## src/rtl/eth_pkg.sv

```systemverilog
// Ethernet / ARP constants shared by the receive and transmit paths.
package eth_pkg;

    localparam logic [7:0]  PREAMBLE_BYTE  = 8'h55;
    localparam logic [7:0]  SFD_BYTE       = 8'hD5;
    localparam logic [15:0] ETH_TYPE_ARP   = 16'h0806;
    localparam logic [15:0] ARP_HTYPE_ETH  = 16'h0001;
    localparam logic [15:0] ARP_PTYPE_IPV4 = 16'h0800;
    localparam logic [15:0] ARP_OP_REQ     = 16'h0001;
    localparam logic [15:0] ARP_OP_REPLY   = 16'h0002;
    localparam logic [7:0]  ARP_HLEN_ETH   = 8'd6;
    localparam logic [7:0]  ARP_PLEN_IPV4  = 8'd4;
    localparam int unsigned ETH_HEAD_LEN   = 14;
    localparam int unsigned ARP_LEN        = 28;
    localparam logic [47:0] MAC_BROADCAST  = 48'hFFFF_FFFF_FFFF;

    // Byte idx of a MAC address in wire order (0 = most significant).
    function automatic logic [7:0] mac_byte(input logic [47:0] mac, input logic [2:0] idx);
        logic [47:0] s;
        s = mac << {idx, 3'b000};
        return s[47:40];
    endfunction

    // Byte idx of an IPv4 address in wire order (0 = most significant).
    function automatic logic [7:0] ip_byte(input logic [31:0] ip, input logic [1:0] idx);
        logic [31:0] s;
        s = ip << {idx, 3'b000};
        return s[31:24];
    endfunction

endpackage

```

## src/rtl/arp_rx.sv

```systemverilog
// Receive-side ARP parser: strips preamble/SFD, checks Ethernet + ARP headers,
// and reports opcode and sender MAC/IP of frames addressed to this board.
module arp_rx
    import eth_pkg::*;
#(
    parameter logic [47:0] BOARD_MAC = 48'h00_11_22_33_44_55,
    parameter logic [31:0] BOARD_IP  = {8'd192, 8'd168, 8'd1, 8'd10}
) (
    input  logic        clk,
    input  logic        rst,
    input  logic        gmii_rx_dv,
    input  logic [7:0]  gmii_rxd,
    output logic        arp_rx_done,
    output logic        arp_rx_op,
    output logic [47:0] src_mac,
    output logic [31:0] src_ip
);

    typedef enum logic [2:0] {
        S_IDLE,
        S_PREAMBLE,
        S_ETH_HEAD,
        S_ARP_DATA,
        S_RX_END
    } state_t;

    localparam logic [5:0] ETH_LAST = 6'(ETH_HEAD_LEN - 1);
    localparam logic [5:0] ARP_LAST = 6'(ARP_LEN - 1);

    state_t      r_state;
    state_t      w_next;
    logic [5:0]  r_cnt;
    logic        r_dst_uc_bad;
    logic        r_dst_bc_bad;
    logic        r_err;
    logic        r_op_req;
    logic [47:0] r_sha;
    logic [31:0] r_spa;

    logic        w_uc_miss;
    logic        w_bc_miss;
    logic        w_byte_err;
    logic        w_eth_ok;
    logic        w_accept;

    // Per-byte header checks for the byte currently on gmii_rxd.
    always_comb begin
        w_uc_miss  = 1'b0;
        w_bc_miss  = 1'b0;
        w_byte_err = 1'b0;
        if (r_state == S_ETH_HEAD) begin
            if (r_cnt < 6'd6) begin
                w_uc_miss = (gmii_rxd != mac_byte(BOARD_MAC, r_cnt[2:0]));
                w_bc_miss = (gmii_rxd != MAC_BROADCAST[7:0]);
            end else if (r_cnt == 6'd12) begin
                w_byte_err = (gmii_rxd != ETH_TYPE_ARP[15:8]);
            end else if (r_cnt == 6'd13) begin
                w_byte_err = (gmii_rxd != ETH_TYPE_ARP[7:0]);
            end
        end else if (r_state == S_ARP_DATA) begin
            case (r_cnt)
                6'd0:  w_byte_err = (gmii_rxd != ARP_HTYPE_ETH[15:8]);
                6'd1:  w_byte_err = (gmii_rxd != ARP_HTYPE_ETH[7:0]);
                6'd2:  w_byte_err = (gmii_rxd != ARP_PTYPE_IPV4[15:8]);
                6'd3:  w_byte_err = (gmii_rxd != ARP_PTYPE_IPV4[7:0]);
                6'd4:  w_byte_err = (gmii_rxd != ARP_HLEN_ETH);
                6'd5:  w_byte_err = (gmii_rxd != ARP_PLEN_IPV4);
                6'd6:  w_byte_err = (gmii_rxd != ARP_OP_REQ[15:8]);
                6'd7:  w_byte_err = (gmii_rxd != ARP_OP_REQ[7:0]) && (gmii_rxd != ARP_OP_REPLY[7:0]);
                6'd24, 6'd25, 6'd26, 6'd27:
                       w_byte_err = (gmii_rxd != ip_byte(BOARD_IP, r_cnt[1:0]));
                default: w_byte_err = 1'b0;
            endcase
        end
    end

    // Destination must match on every byte of either the local or the broadcast MAC.
    assign w_eth_ok = (!r_dst_uc_bad || !r_dst_bc_bad) && !r_err && !w_byte_err;
    assign w_accept = (r_state == S_ARP_DATA) && gmii_rx_dv && (r_cnt == ARP_LAST)
                      && !r_err && !w_byte_err;

    always_ff @(posedge clk) begin
        if (rst) r_state <= S_IDLE;
        else     r_state <= w_next;
    end

    always_comb begin
        w_next = r_state;
        case (r_state)
            S_IDLE: begin
                if (gmii_rx_dv && gmii_rxd == PREAMBLE_BYTE) w_next = S_PREAMBLE;
            end
            S_PREAMBLE: begin
                if (!gmii_rx_dv)                 w_next = S_IDLE;
                else if (r_cnt < 6'd6) begin
                    if (gmii_rxd != PREAMBLE_BYTE) w_next = S_RX_END;
                end else if (gmii_rxd == SFD_BYTE) w_next = S_ETH_HEAD;
                else                             w_next = S_RX_END;
            end
            S_ETH_HEAD: begin
                if (!gmii_rx_dv)                 w_next = S_IDLE;
                else if (r_cnt == ETH_LAST)      w_next = w_eth_ok ? S_ARP_DATA : S_RX_END;
            end
            S_ARP_DATA: begin
                if (!gmii_rx_dv)                 w_next = S_IDLE;
                else if (r_cnt == ARP_LAST)      w_next = S_RX_END;
            end
            S_RX_END: begin
                if (!gmii_rx_dv)                 w_next = S_IDLE;
            end
            default:                             w_next = S_IDLE;
        endcase
    end

    // Byte counter and sticky check flags restart on every state change.
    always_ff @(posedge clk) begin
        if (rst) begin
            r_cnt        <= 6'd0;
            r_dst_uc_bad <= 1'b0;
            r_dst_bc_bad <= 1'b0;
            r_err        <= 1'b0;
        end else if (w_next != r_state) begin
            r_cnt        <= 6'd0;
            r_dst_uc_bad <= 1'b0;
            r_dst_bc_bad <= 1'b0;
            r_err        <= 1'b0;
        end else if (gmii_rx_dv) begin
            if (r_cnt != 6'h3F) r_cnt <= r_cnt + 6'd1;
            r_dst_uc_bad <= r_dst_uc_bad | w_uc_miss;
            r_dst_bc_bad <= r_dst_bc_bad | w_bc_miss;
            r_err        <= r_err | w_byte_err;
        end
    end

    always_ff @(posedge clk) begin
        if (rst) begin
            r_op_req <= 1'b0;
            r_sha    <= 48'd0;
            r_spa    <= 32'd0;
        end else if (r_state == S_ARP_DATA && gmii_rx_dv) begin
            if (r_cnt == 6'd7)                     r_op_req <= (gmii_rxd == ARP_OP_REQ[7:0]);
            if (r_cnt >= 6'd8  && r_cnt <= 6'd13)  r_sha    <= {r_sha[39:0], gmii_rxd};
            if (r_cnt >= 6'd14 && r_cnt <= 6'd17)  r_spa    <= {r_spa[23:0], gmii_rxd};
        end
    end

    always_ff @(posedge clk) begin
        if (rst) begin
            arp_rx_done <= 1'b0;
            arp_rx_op   <= 1'b0;
            src_mac     <= 48'd0;
            src_ip      <= 32'd0;
        end else begin
            arp_rx_done <= w_accept;
            if (w_accept) begin
                arp_rx_op <= r_op_req;
                src_mac   <= r_sha;
                src_ip    <= r_spa;
            end
        end
    end

endmodule

```

## config.mk

```make
export PLATFORM = sky130hd
export DESIGN_NAME = arp_rx
export DESIGN_NICKNAME = d
export VERILOG_FILES = /design/src/rtl/eth_pkg.sv /design/src/rtl/arp_rx.sv
export SDC_FILE = /design/constraint.sdc
export NUM_CORES = 1
export LEC_CHECK = 0
export ABC_AREA = 1
export CAP_MARGIN = 15
export CORE_MARGIN = 5
export CORE_UTILIZATION = 41
export CTS_BUF_LIST = sky130_fd_sc_hd__clkbuf_4 sky130_fd_sc_hd__clkbuf_8
export DETAILED_ROUTE_END_ITERATION = 7
export SLEW_MARGIN = 30
export SYNTH_ARGS = -nofsm -noshare
export SYNTH_HDL_FRONTEND = slang
export SYNTH_SLANG_ARGS = --single-unit
export TNS_END_PERCENT = 1
```

## constraint.sdc

```tcl
create_clock -name clk -period 2.5 [get_ports clk]
set_clock_uncertainty 0.15 [all_clocks]
set_input_delay 0.5 -clock clk [delete_from_list [all_inputs] [get_ports clk]]
set_output_delay 0.5 -clock clk [all_outputs]
set_load 0.02 [all_outputs]
```

# --- After elaboration in Yosys (flattened, before gate mapping) ---
# Index checks and enable logic that the tools add are counted.
# W data, S select, Z words.
op_classes:
  bitwise: 3
  shifts: 2
  order_cmp: 5
  muxes: 22
  n_eq_ne: 31
  n_reduce_logical: 25
  add_sub_neg: 1
ops:
  columns: ["op", "count"]
  rows:
  - ["$shl A37 B6 Y48 const A", 1]
  - ["$mux W3", 11]
  - ["$shl A32 B5 Y32 const A", 1]
  - ["$eq A6 B3 Y1 const B", 4]
  - ["$eq A6 B5 Y1 const B", 4]
  - ["$ne A8 B3 Y1 const B", 2]
  - ["$ne A8 B8 Y1", 2]
  - ["$pmux W3 S5", 1]
  - ["$eq A6 B2 Y1 const B", 2]
  - ["$eq A6 B4 Y1 const B", 2]
  - ["$ge A6 B4 Y1 const B", 2]
  - ["$logic_and A1 B1 Y1", 10]
  - ["$mux W1", 9]
  - ["$eq A8 B1 Y1 const B", 1]
  - ["$eq A8 B7 Y1 const B", 1]
  - ["$eq A8 B8 Y1 const B", 1]
  - ["$ne A8 B1 Y1 const B", 1]
  - ["$ne A8 B2 Y1 const B", 1]
  - ["$ne A8 B4 Y1 const B", 1]
  - ["$ne A8 B7 Y1 const B", 1]
  - ["$ne A8 B8 Y1 const B", 1]
  - ["$reduce_and A2 Y1", 4]
  - ["$reduce_bool A8 Y1", 1]
  - ["$pmux W1 S7", 1]
  - ["18 further kinds", 24]
totals:
  out_inout_bits: 82
  wordCells: 101
  ff_bits: 175
  in_bits: 11

# --- Logic depth before layout (Yosys ltp) ---
# Gate-level depths: netlist of the first run.
depth:
  ltp_word: 13
  ltp_mapped: 20
  ltp_nobuf: 20

# --- Worst setup path after synthesis of the first run ---
# Ideal clock, no wire load.
synth_path:
  kind: "register to register"
  from: "register r_cnt[1]"
  to: "register src_ip[16]"
  path_slack_ns: 0.236
  arrival_time_ns: 1.992
  path_stages_with_launch: 18
  n_path_buf: 1
  cell_sequence: "dfxtp_1 inv_1 ha_1 inv_1 nand2_1 nand2_1 nand2_1 nor2_1 nand3_1 nand2_1 nand3_1 nand2_1 nand2_1 nor2_1 nand2_2 buf_2 o21ai_0 a21oi_2"
synth_via:
  elab_chain_cells: 7
  word_cells_on_any_way: 29
  classes_between: "order compare (1); eq/ne (14); shift (1); mux (6); reduce/logical (7)"
synth_lines:
  columns: ["element", "line_no", "rtl"]
  rows:
  - ["start: declaration", "arp_rx.sv:32", "logic [5:0] r_cnt;"]
  - ["start signal: assignment", "arp_rx.sv:128", "if (r_cnt != 6'h3F) r_cnt <= r_cnt + 6'd1;"]
  - ["$shl A32 B5 Y32 (tied with other cells)", "eth_pkg.sv:27", "s = ip << {idx, 3'b000};"]
  - ["$ne A8 B8 Y1 (tied with other cells)", "arp_rx.sv:71", "w_byte_err = (gmii_rxd != ip_byte(BOARD_IP, r_cnt[1:0]));"]
  - ["$pmux W1 S7 / $mux W1 (equally long branches)", "arp_rx.sv:61, arp_rx.sv:55", null]
  - ["$mux W1 (on tied branches)", "arp_rx.sv:60, arp_rx.sv:52", null]
  - ["$mux W1", "arp_rx.sv:51", "if (r_state == S_ETH_HEAD) begin"]
  - ["$logic_not A1 Y1", "arp_rx.sv:80", "&& !r_err && !w_byte_err;"]
  - ["$logic_and A1 B1 Y1 (*)", "arp_rx.sv:80", null]
  - ["end signal: assignment", "arp_rx.sv:158", "src_ip <= r_spa;"]
  - ["end: declaration", "arp_rx.sv:16", "output logic [31:0] src_ip"]
# Every way passes the cells marked *; elsewhere a longest branch is shown, timed or not.
# A chain may end at the register's enable or synchronous reset.

# --- Worst setup path after layout of the first run ---
layout_path:
  from: "register r_cnt[0]"
  to: "register r_dst_uc_bad"
layout_via:
  elab_chain_cells: 13
  word_cells_on_any_way: 42
  classes_between: "order compare (1); eq/ne (16); shift (2); mux (16); bitwise (1); reduce/logical (6)"
layout_lines:
  columns: ["element", "line_no", "rtl"]
  rows:
  - ["$shl A32 B5 Y32 (tied with other cells)", "eth_pkg.sv:27", null]
  - ["$ne A8 B8 Y1 (tied with other cells)", "arp_rx.sv:71", null]
  - ["$pmux W1 S7 / $mux W1 (equally long branches)", "arp_rx.sv:61, arp_rx.sv:55", null]
  - ["$mux W1 (on tied branches)", "arp_rx.sv:60, arp_rx.sv:52", null]
  - ["$mux W1", "arp_rx.sv:51", null]
  - ["$logic_not A1 Y1", "arp_rx.sv:78", "assign w_eth_ok = (!r_dst_uc_bad || !r_dst_bc_bad) && !r_err && !w_byte_err;"]
  - ["$logic_and A1 B1 Y1", "arp_rx.sv:78", null]
  - ["$mux W3 (2 in series)", "arp_rx.sv:102", "else if (r_cnt == ETH_LAST) w_next = w_eth_ok ? S_ARP_DATA : S_RX_END;"]
  - ["$mux W3", "arp_rx.sv:101", "if (!gmii_rx_dv) w_next = S_IDLE;"]
  - ["$pmux W3 S5", "arp_rx.sv:89", "case (r_state)"]
  - ["$ne A3 B3 Y1", "arp_rx.sv:122", "end else if (w_next != r_state) begin"]
  - ["$reduce_or A2 Y1 (no source line)", null, null]
  - ["end signal: assignment", "arp_rx.sv:129", "r_dst_uc_bad <= r_dst_uc_bad | w_uc_miss;"]
  - ["end: declaration", "arp_rx.sv:33", "logic r_dst_uc_bad;"]
# Several ways; a longest one is shown, not always the timed one.

==> impl_metrics.yaml, run 1 <==
outcome:
  status: "complete, but fails checks"
  violations: "setup timing"
timing:
  tightest_slew_ps: 362
  min_period_ps: 2520
  fmax_ghz: 0.397
  maxSlewViolCount: 0
  setup_viol: 2
  period_share: 1.01
  relSlewSlack: 0.752
  tns_ps: -22.1
  fin_ws_ps: -17.4
  rsz0062_at_grt: "yes"
  final_hold_viol_count: 0
  whs_ps: 296
min_path:
  hold_class: "reg2reg"
  hp-start: "src_mac[18]"
finish:
  layout_common_cells: "dfxtp_1 (173), nor2_1 (161), inv_1 (108), clkdlybuf4s50_1 (89), o21ai_0 (86)"
  post-route-util: 0.564
  nNetsFinal: 1080
  fill_cells: 1733
  syn_to_final_growth_pct: 35.7
  instances_no_fill: 1299
  drive_above_1_share: 0.253
  antenna_cells: 0
  final_area_um2: 9690
  layout_commonest_cell: "dfxtp_1"
cts:
  root_buffer: "clkbuf_8"
  h-tree-depth: 4
  ctsHoldBuffers: 0
  clock_tree.buffer_depth: 2
  cts_sinks: 175
  clk_pin_slew_ps: 90
  worst_skew_pair.late_latency_ps: 450
  cts_buffers: 17
  tritoncts: "done"
  postCtsSetupRepairBufs: 0
placed_design:
  place_congestion: 0.916
  pre_cts_slack_ps: -521
  portBuffers: 92
  place_area_um2: 8750
  post-place-cells: 1263
  hpwl_mm: 11.9
routing:
  ant_nets: 0
  wl_met2_mm: 8.40
  via_per_inst: 4.80
  drt-pass1-iter-count: 4
  dr_total_vias: 6230
  drt-initial-drc-count: 334
  drt_wl_total_mm: 18.1
  wl_met1_mm: 8.89
  drc: 0
  routedWlPerCell_um: 13.9
  routed.top_layer: "met4"
  wl_met3_um: 613
power_and_ir_drop:
  p_leak_nw: 3.64
  p_per_area_nw_per_um2: 535
  finalPower_mw: 5.19
  ir_drop_mv: 0.381
yosys:
  yosys.cell_types.count: 33
  synth_fp_nets: 938
  yosysSeqAreaShare: 0.491
  yosys_warnings: 0
  syn_area_um2: 7140
  ys_ff_latch: 175
  synth_cells: 922
  syn_avg_cell_area_um2: 7.74
run:
  cap_viol_max_count: 0
global_routing:
  grt.total_usage: 0.176
  grt_pass1_wl_mm: 28.9
  grt_overflow: 0
  grt_max_degree: 91
  antenna_found_initial: 0
  grt_pass1_vias: 5823
critical_path:
  cp_data_arrival_time_ps: 2760
  critPathCaptureType: "flip-flop"
  start_kind: "flip-flop"
  cp.required_ps: 2740
  cp_max_fo: 5
  crit_start: "r_cnt[0]"
  r2r_start: "r_cnt[0]"
  critPathKind: "reg2reg"
die:
  rows: 48
  die_h_um: 142
  io-pin-count: 93
  fp.dieW_um: 142
  dieArea_um2: 20200
  start_util: 0.416
  coreArea_um2: 17200
-- power breakdown --
part           leakage (nW)  internal, mW  total [mW]  switching, mW
combinational          2.04         0.148       0.358          0.209
clock                 0.197          1.04        2.04          0.998
sequential             1.41          2.79        2.79        0.00462
total                  3.64          3.98        5.19           1.21
-- Yosys cell counts (all sizes together) --
| cell | instances | area [µm²] |
|---|---|---|
| nor2 | 181 | 727 |
| dfxtp | 175 | 3500 |
| o21ai | 169 | 846 |
| inv | 119 | 447 |
| a21oi | 111 | 758 |
| nand2 | 66 | 260 |
| clkbuf | 32 | 120 |
| buf | 19 | 148 |
| nand3 | 19 | 95.1 |
| ha | 5 | 62.6 |
| nor3 | 5 | 25.0 |
| nand4 | 4 | 25.0 |
| xor2 | 4 | 35.0 |
| a211oi | 2 | 15.0 |
| clkinv | 2 | 7.51 |
| a2111oi | 1 | 8.76 |
| a311oi | 1 | 8.76 |
| a31oi | 1 | 6.26 |
| and2 | 1 | 6.26 |
| nand3b | 1 | 7.51 |
| nor4 | 1 | 6.26 |
| o22ai | 1 | 6.26 |
| o31ai | 1 | 7.51 |
| xnor2 | 1 | 8.76 |
-- cell type report --
cell class	count	area [µm²]	area share
Clock buffer	20	269	0.0278
Inverter	121	455	0.0470
Sequential cell	175	3510	0.362
Multi-Input combinational cell	577	3260	0.336
Clock inverter	9	135	0.0139
Timing Repair Buffer	172	1790	0.184
Tap cell	225	282	0.0290
-- logic make-up after synthesis --
logic type | synth area share
xor+xnor | 0.00613
flops | 0.491
buf+inv | 0.101
fa+ha+maj | 0.00876
compound gates | 0.232
simple gates | 0.161
-- final timing paths --
kind | endpoint | slack, ps | cells past startpoint
hold reg to reg | src_mac[18] | 300 | 2
setup / recovery | r_dst_uc_bad | -20 | 18
hold / removal | src_mac[18] | 300 | 2
setup reg to reg | r_dst_uc_bad | -20 | 18
-- per-layer routing --
| metal | vias up | global-route usage |
|---|---|---|
| met5 | - | 0 |
| met4 | 0 | 0.0455 |
| met3 | 15 | 0.0380 |
| met2 | 104 | 0.278 |
| met1 | 2849 | 0.245 |
| li1 | 3262 | - |
-- critical path: stages (launching register included) --
cell and delay (ps):
dfxtp_2 350, buf_6 130, ha_4 170, buf_6 110
a21oi_2 100, nand2_1 60, nor2_1 110, nand3_1 90
nand2_1 90, nand3_2 90, nand2_2 90, nand3_2 90
nand2_2 110, nand2_2 60, nand2_2 70, nand4_1 120
nor2_4 230, nand2_4 130, nor2_2 110
-- repair_timing --
action                                  CTS  global route
hold endpoints to repair                  0             0
pin swaps                                 1            34
gates resized for setup                  34            88
gates cloned                              2             5
endpoints found under the setup margin   62            91
-- state kept, by name, summed over array words and instances (netlist names) --
name	flops
arp_rx_done	1
arp_rx_op	1
r_cnt	6
r_dst_bc_bad	1
r_dst_uc_bad	1
r_err	1
r_op_req	1
r_sha	48
r_spa	32
r_state	3
src_ip	32
src_mac	48
No activity file was read; power rests on OpenSTA's default activity.
==> run 2: changes to the inputs <==
- CAP_MARGIN: 15 -> 25
- MAX_ROUTING_LAYER: not set -> met4
==> run 2 against run 1 <==
  * The flow still finishes with violations (setup timing)
  * Clock-buffer cell count is 1 higher
  * Via count is 2.2% higher
  * Register-to-register slack hardly changed
  * First-iteration DRC count is 17% higher
  * Wire length is 1.5% higher
  * Sequential share of layout area is 0.76 points lower
  * Critical endpoint is now src_mac[11]
  * Utilization is 1.3 points higher
  * Cell count is 0.54% higher
  * Combinational power is 2% higher
  * Power is 0.14% higher
  * Die area stayed put
  * Worst hold slack better by 3.4 ps
==> impl_metrics.yaml, run 2 (same netlist as run 1, synthesis figures left out) <==
outcome:
  status: "complete, but fails checks"
  violations: "setup timing"
die:
  coreArea_um2: 17200
  dieArea_um2: 20200
  io-pin-count: 93
  start_util: 0.416
  die_h_um: 142
  rows: 48
  fp.dieW_um: 142
timing:
  fin_ws_ps: -18.9
  period_share: 1.01
  relSlewSlack: 0.765
  final_hold_viol_count: 0
  rsz0062_at_grt: "yes"
  tightest_slew_ps: 343
  fmax_ghz: 0.397
  tns_ps: -34.6
  whs_ps: 299
  min_period_ps: 2520
  maxSlewViolCount: 0
  setup_viol: 5
finish:
  antenna_cells: 0
  syn_to_final_growth_pct: 38.8
  layout_commonest_cell: "dfxtp_1"
  instances_no_fill: 1306
  drive_above_1_share: 0.279
  post-route-util: 0.577
  final_area_um2: 9910
  layout_common_cells: "dfxtp_1 (173), nor2_1 (159), inv_1 (107), o21ai_0 (86), clkdlybuf4s50_1 (86)"
  nNetsFinal: 1086
  reg.largest.list: "r_sha: 48 flops, src_mac: 48 flops"
min_path:
  hold_class: "reg2reg"
  hp-start: "src_mac[45]"
  min_path_cells: 2
  worstHoldEndpoint: "src_mac[45]"
run:
  cap_viol_max_count: 0
cts:
  clk_pin_slew_ps: 80
  clock_tree.buffer_depth: 2
  cts_sinks: 175
  h-tree-depth: 4
  root_buffer: "clkbuf_8"
  ctsHoldBuffers: 0
  worst_skew_pair.late_latency_ps: 440
  cts_buffers: 17
  tritoncts: "done"
critical_path:
  r2r-end: "src_mac[11]"
  path_buf_inv: 6
  reg2regPathDepth: 20
  critPathKind: "in2reg"
  cpPeakStageDelay_ps: 420
  cp.required_ps: 2730
  cp_data_arrival_time_ps: 2750
  r2r_slack_ps: -10
  r2r_start: "r_cnt[1]"
  start_kind: "input port"
  critPathCaptureType: "flip-flop"
  cp_max_fo: 10
  crit_chain: "clkdlybuf4s50_1, nor2_1, nand2_1, inv_2, nand3_1, nand2_1, nand2_1, nor2_1, nand3_2, nand2_2, nand2_2, nor2_1, buf_4, nand2_8, buf_12, buf_16, buf_4, a21oi_2"
  crit_family: "buffers and inverters"
  crit_slowest_cell: "clkdlybuf4s50_1"
power_and_ir_drop:
  p_leak_nw: 3.74
  ir_drop_mv: 0.275
  finalPower_mw: 5.20
  p_per_area_nw_per_um2: 524
global_routing:
  grt_overflow: 0
  grt_max_degree: 65
  grt.total_usage: 0.185
  grt_pass1_wl_mm: 29.5
  grt_pass1_vias: 5922
  antenna_found_initial: 0
placed_design:
  place_area_um2: 8770
  place_congestion: 0.881
  pre_cts_slack_ps: -483
  hpwl_mm: 12.1
  post-place-cells: 1263
  portBuffers: 92
routing:
  ant_nets: 0
  dr_total_vias: 6368
  routedWlPerCell_um: 14.1
  drt-initial-drc-count: 391
  drc: 0
  drt-pass1-iter-count: 5
  drt_wl_total_mm: 18.4
  via_per_inst: 4.88
-- run 2: cell types whose count changed in the layout (fill, tap and decap cells not counted), moves of 5 or more --
| cell | delta |
|---|---|
| a21oi_1 | -12 |
| buf_4 | +7 |
| buf_6 | -5 |
| o21ai_1 | -6 |
| a21oi_2 | +12 |
-- run 2: cell type report --
cell class	count	area (µm²)
inverter	121	460
sequential	175	3510
multi-input combinational	576	3350
clock buffer	21	277
fill	1678	7260
timing repair buffer	179	1900
clock inverter	9	133
tap	225	282
-- run 2: metal layers --
layer | share of wire | vias to the layer above | routed length (µm) | GRT usage
li1 | - | 3273 | - | -
met1 | 0.48 | 2959 | 8830 | 0.244
met2 | 0.47 | 118 | 8620 | 0.293
met3 | 0.037 | 18 | 685 | 0.0329
met4 | 0.012 | 0 | 228 | 0.0530
met5 | 0 | - | 0 | -
-- run 2: worst max path at each step --
stage | cells after the start | start | end | slack (ps)
after global placement | 17 | gmii_rxd[5] | src_mac[23] | -470
after floorplan | 17 | r_cnt[1] | src_ip[16] | 240
after detailed placement | 17 | gmii_rxd[5] | src_mac[8] | -480
after global routing | 20 | r_cnt[0] | src_ip[11] | -190
final | 18 | gmii_rxd[4] | src_mac[11] | -20
after CTS | 19 | r_cnt[0] | src_mac[11] | -20
-- run 2: timing repair --
action | in CTS | in global routing
endpoints found under the hold margin | 0 | 0
resized for setup | 72 | 81
buffers inserted | 5 | 1
gates cloned | 5 | 2
pin swaps | 4 | 16
setup endpoints to repair | 91 | 91
-- run 2: worst min-delay path: stages, from the launching register on --
cell and delay (ps):
dfxtp_1 320, inv_1 50, a21oi_1 50
-- run 2: where the power goes --
part           switching [mW]  leakage (nW)  internal, mW
clock                   0.980         0.205          1.06
combinational           0.212          2.12         0.154
sequential            0.00682          1.41          2.79
==> run 3: changes to the inputs <==
- CTS_CLUSTER_DIAMETER: not set -> 50
- MAX_ROUTING_LAYER: met4 -> not set
- REMOVE_ABC_BUFFERS: not set -> 1
==> run 3 against run 2 <==
  * The flow now finishes without violations
  * Die area unchanged
  * Utilization down 2.2 points
  * Cell count about the same
  * Clock-buffer cell count down 4
  * Maximum frequency up 3.3%
  * Combinational power down 7.4%
  * First-iteration DRC count down 14%
  * Via count down 4.3%
  * Worst hold slack worse by 3.9 ps
  * Highest routed layer unchanged
  * Sequential power about the same
==> impl_metrics.yaml, run 3 (same netlist as run 1, synthesis figures left out) <==
outcome:
  status: "finished clean"
placed_design:
  place_area_um2: 8800
  pre_cts_slack_ps: -515
  hpwl_mm: 11.6
  place_congestion: 0.876
  portBuffers: 92
routing:
  drt_wl_total_mm: 17.0
  drc: 0
  dr_total_vias: 6091
  via_per_inst: 4.67
  ant_nets: 0
  drt-initial-drc-count: 335
  drt-pass1-iter-count: 4
  routedWlPerCell_um: 13.0
critical_path:
  r2r-end: "r_cnt[1]"
  r2r_start: "r_cnt[0]"
  start_kind: "flip-flop"
  reg2regPathDepth: 17
  critPathCaptureType: "flip-flop"
  crit_chain: "ha_4, buf_6, a21oi_2, nand2_1, nor2_2, nand3_1, nand2_1, nand3_2, nand2_2, nand3_2, nand2_2, nand2_2, nand2_2, nand4_1, nor2_4, nand2_4, nor2_2"
  critPathKind: "reg2reg"
  r2r_slack_ps: 60
  cp_max_fo: 5
  cp.required_ps: 2740
  cpPeakStageDelay_ps: 390
  cp_data_arrival_time_ps: 2680
  crit_slowest_cell: "dfxtp_4"
  crit_top_cell: "nand2_2"
timing:
  fmax_ghz: 0.410
  tightest_slew_ps: 364
  fin_ws_ps: 61.4
  rsz0062_at_grt: "yes"
  setup_viol: 0
  period_share: 0.975
  min_period_ps: 2440
  final_hold_viol_count: 0
  maxSlewViolCount: 0
  whs_ps: 295
  relSlewSlack: 0.751
finish:
  reg.largest.list: "r_sha: 48 flops, src_mac: 48 flops"
  layout_commonest_cell: "dfxtp_1"
  antenna_cells: 0
  drive_above_1_share: 0.238
  post-route-util: 0.555
  syn_to_final_growth_pct: 33.6
  final_area_um2: 9540
  nNetsFinal: 1083
  layout_common_cells: "dfxtp_1 (172), nor2_1 (158), inv_1 (104), o21ai_0 (91), clkdlybuf4s50_1 (85)"
min_path:
  min_path_cells: 2
  worstHoldEndpoint: "src_ip[21]"
  hold_class: "reg2reg"
  hp-start: "src_ip[21]"
run:
  cap_viol_max_count: 0
global_routing:
  grt_overflow: 0
  grt_pass1_wl_mm: 28.0
  grt_pass1_vias: 5725
  grt_max_degree: 58
  antenna_found_initial: 0
  grt.total_usage: 0.169
cts:
  clock_tree.buffer_depth: 2
  root_buffer: "clkbuf_8"
  cts_sinks: 175
  clk_pin_slew_ps: 90
  cts_buffers: 17
  tritoncts: "done"
  postCtsSetupRepairBufs: 0
  h-tree-depth: 4
  worst_skew_pair.late_latency_ps: 450
power_and_ir_drop:
  p_leak_nw: 3.61
  finalPower_mw: 5.04
  p_per_area_nw_per_um2: 528
  ir_drop_mv: 0.321
die:
  rows: 48
  die_h_um: 142
  io-pin-count: 93
  dieArea_um2: 20200
  coreArea_um2: 17200
  fp.dieW_um: 142
  start_util: 0.416
run 3: changes by cell type in the layout (fill, tap and decap cells not counted), sizes merged:
cell           delta
inv               +7
bufbuf            -1
bufinv            -2
clkbuf            -3
dlygate4sd2       -3
clkinv            -1
clkinvlp          +2
dlymetal6s2s      +4
nand2             +1
buf               -4
clkdlybuf4s50     -1
run 3: timing repair:
action | in CTS | in global routing
hold buffers | 0 | 0
pin swaps | 0 | 16
gates cloned | 1 | 4
endpoints found under the setup margin | 47 | 91
gates resized for setup | 7 | 80
endpoints found under the hold margin | 0 | 0
run 3: worst max-delay path, delay by kind of cell (launching register included):
| family | cells | cell delay [ps] |
|---|---|---|
| DFF | 1 | 390 |
| and+or+nand+nor | 14 | 1450 |
| buffers and inverters | 1 | 110 |
| AOI/OAI and AO/OA | 1 | 90 |
| adders and majority gates | 1 | 190 |
run 3: power breakdown:
group	switching [mW]	internal, mW
logic	0.199	0.140
registers	0.00739	2.79
clock network	1.09	0.818
run 3: how the worst max path moves through the flow:
stage | start | endpoint | slack (ps)
floorplan | r_cnt[0] | src_ip[16] | -1510
global placement | gmii_rxd[5] | src_mac[45] | -520
detailed placement | gmii_rxd[1] | src_mac[45] | -520
CTS | r_cnt[0] | src_mac[45] | -5
global route | r_cnt[1] | r_cnt[1] | -130
finish | r_cnt[0] | r_cnt[1] | 60
run 3: stage by stage:
step	setup TNS (ps)	instances
after floorplan	-159830	871
after global placement	-38310	1268
after detailed placement	-37130	1268
after CTS	-5.02	1301
after global routing	-3420	1305
final	0	1305
run 3: metal layers:
layer / vias to the layer above / GRT usage / wire (µm)
met1: 2722 / 0.231 / 8320
met2: 83 / 0.273 / 7960
met4: 0 / 0.0460 / 164
met3: 11 / 0.0353 / 518
li1: 3275 / - / -
met5: - / 0 / 0
run 3: area by class of cell:
| cell class | instances | area [µm²] |
|---|---|---|
| clock buffers | 17 | 234 |
| clock inverters | 15 | 148 |
| fillers | 1720 | 7640 |
| inverters | 121 | 459 |
| multi-input cells | 577 | 3170 |
| flip-flops and latches | 175 | 3510 |
| well taps | 225 | 282 |
| repair buffers | 175 | 1740 |
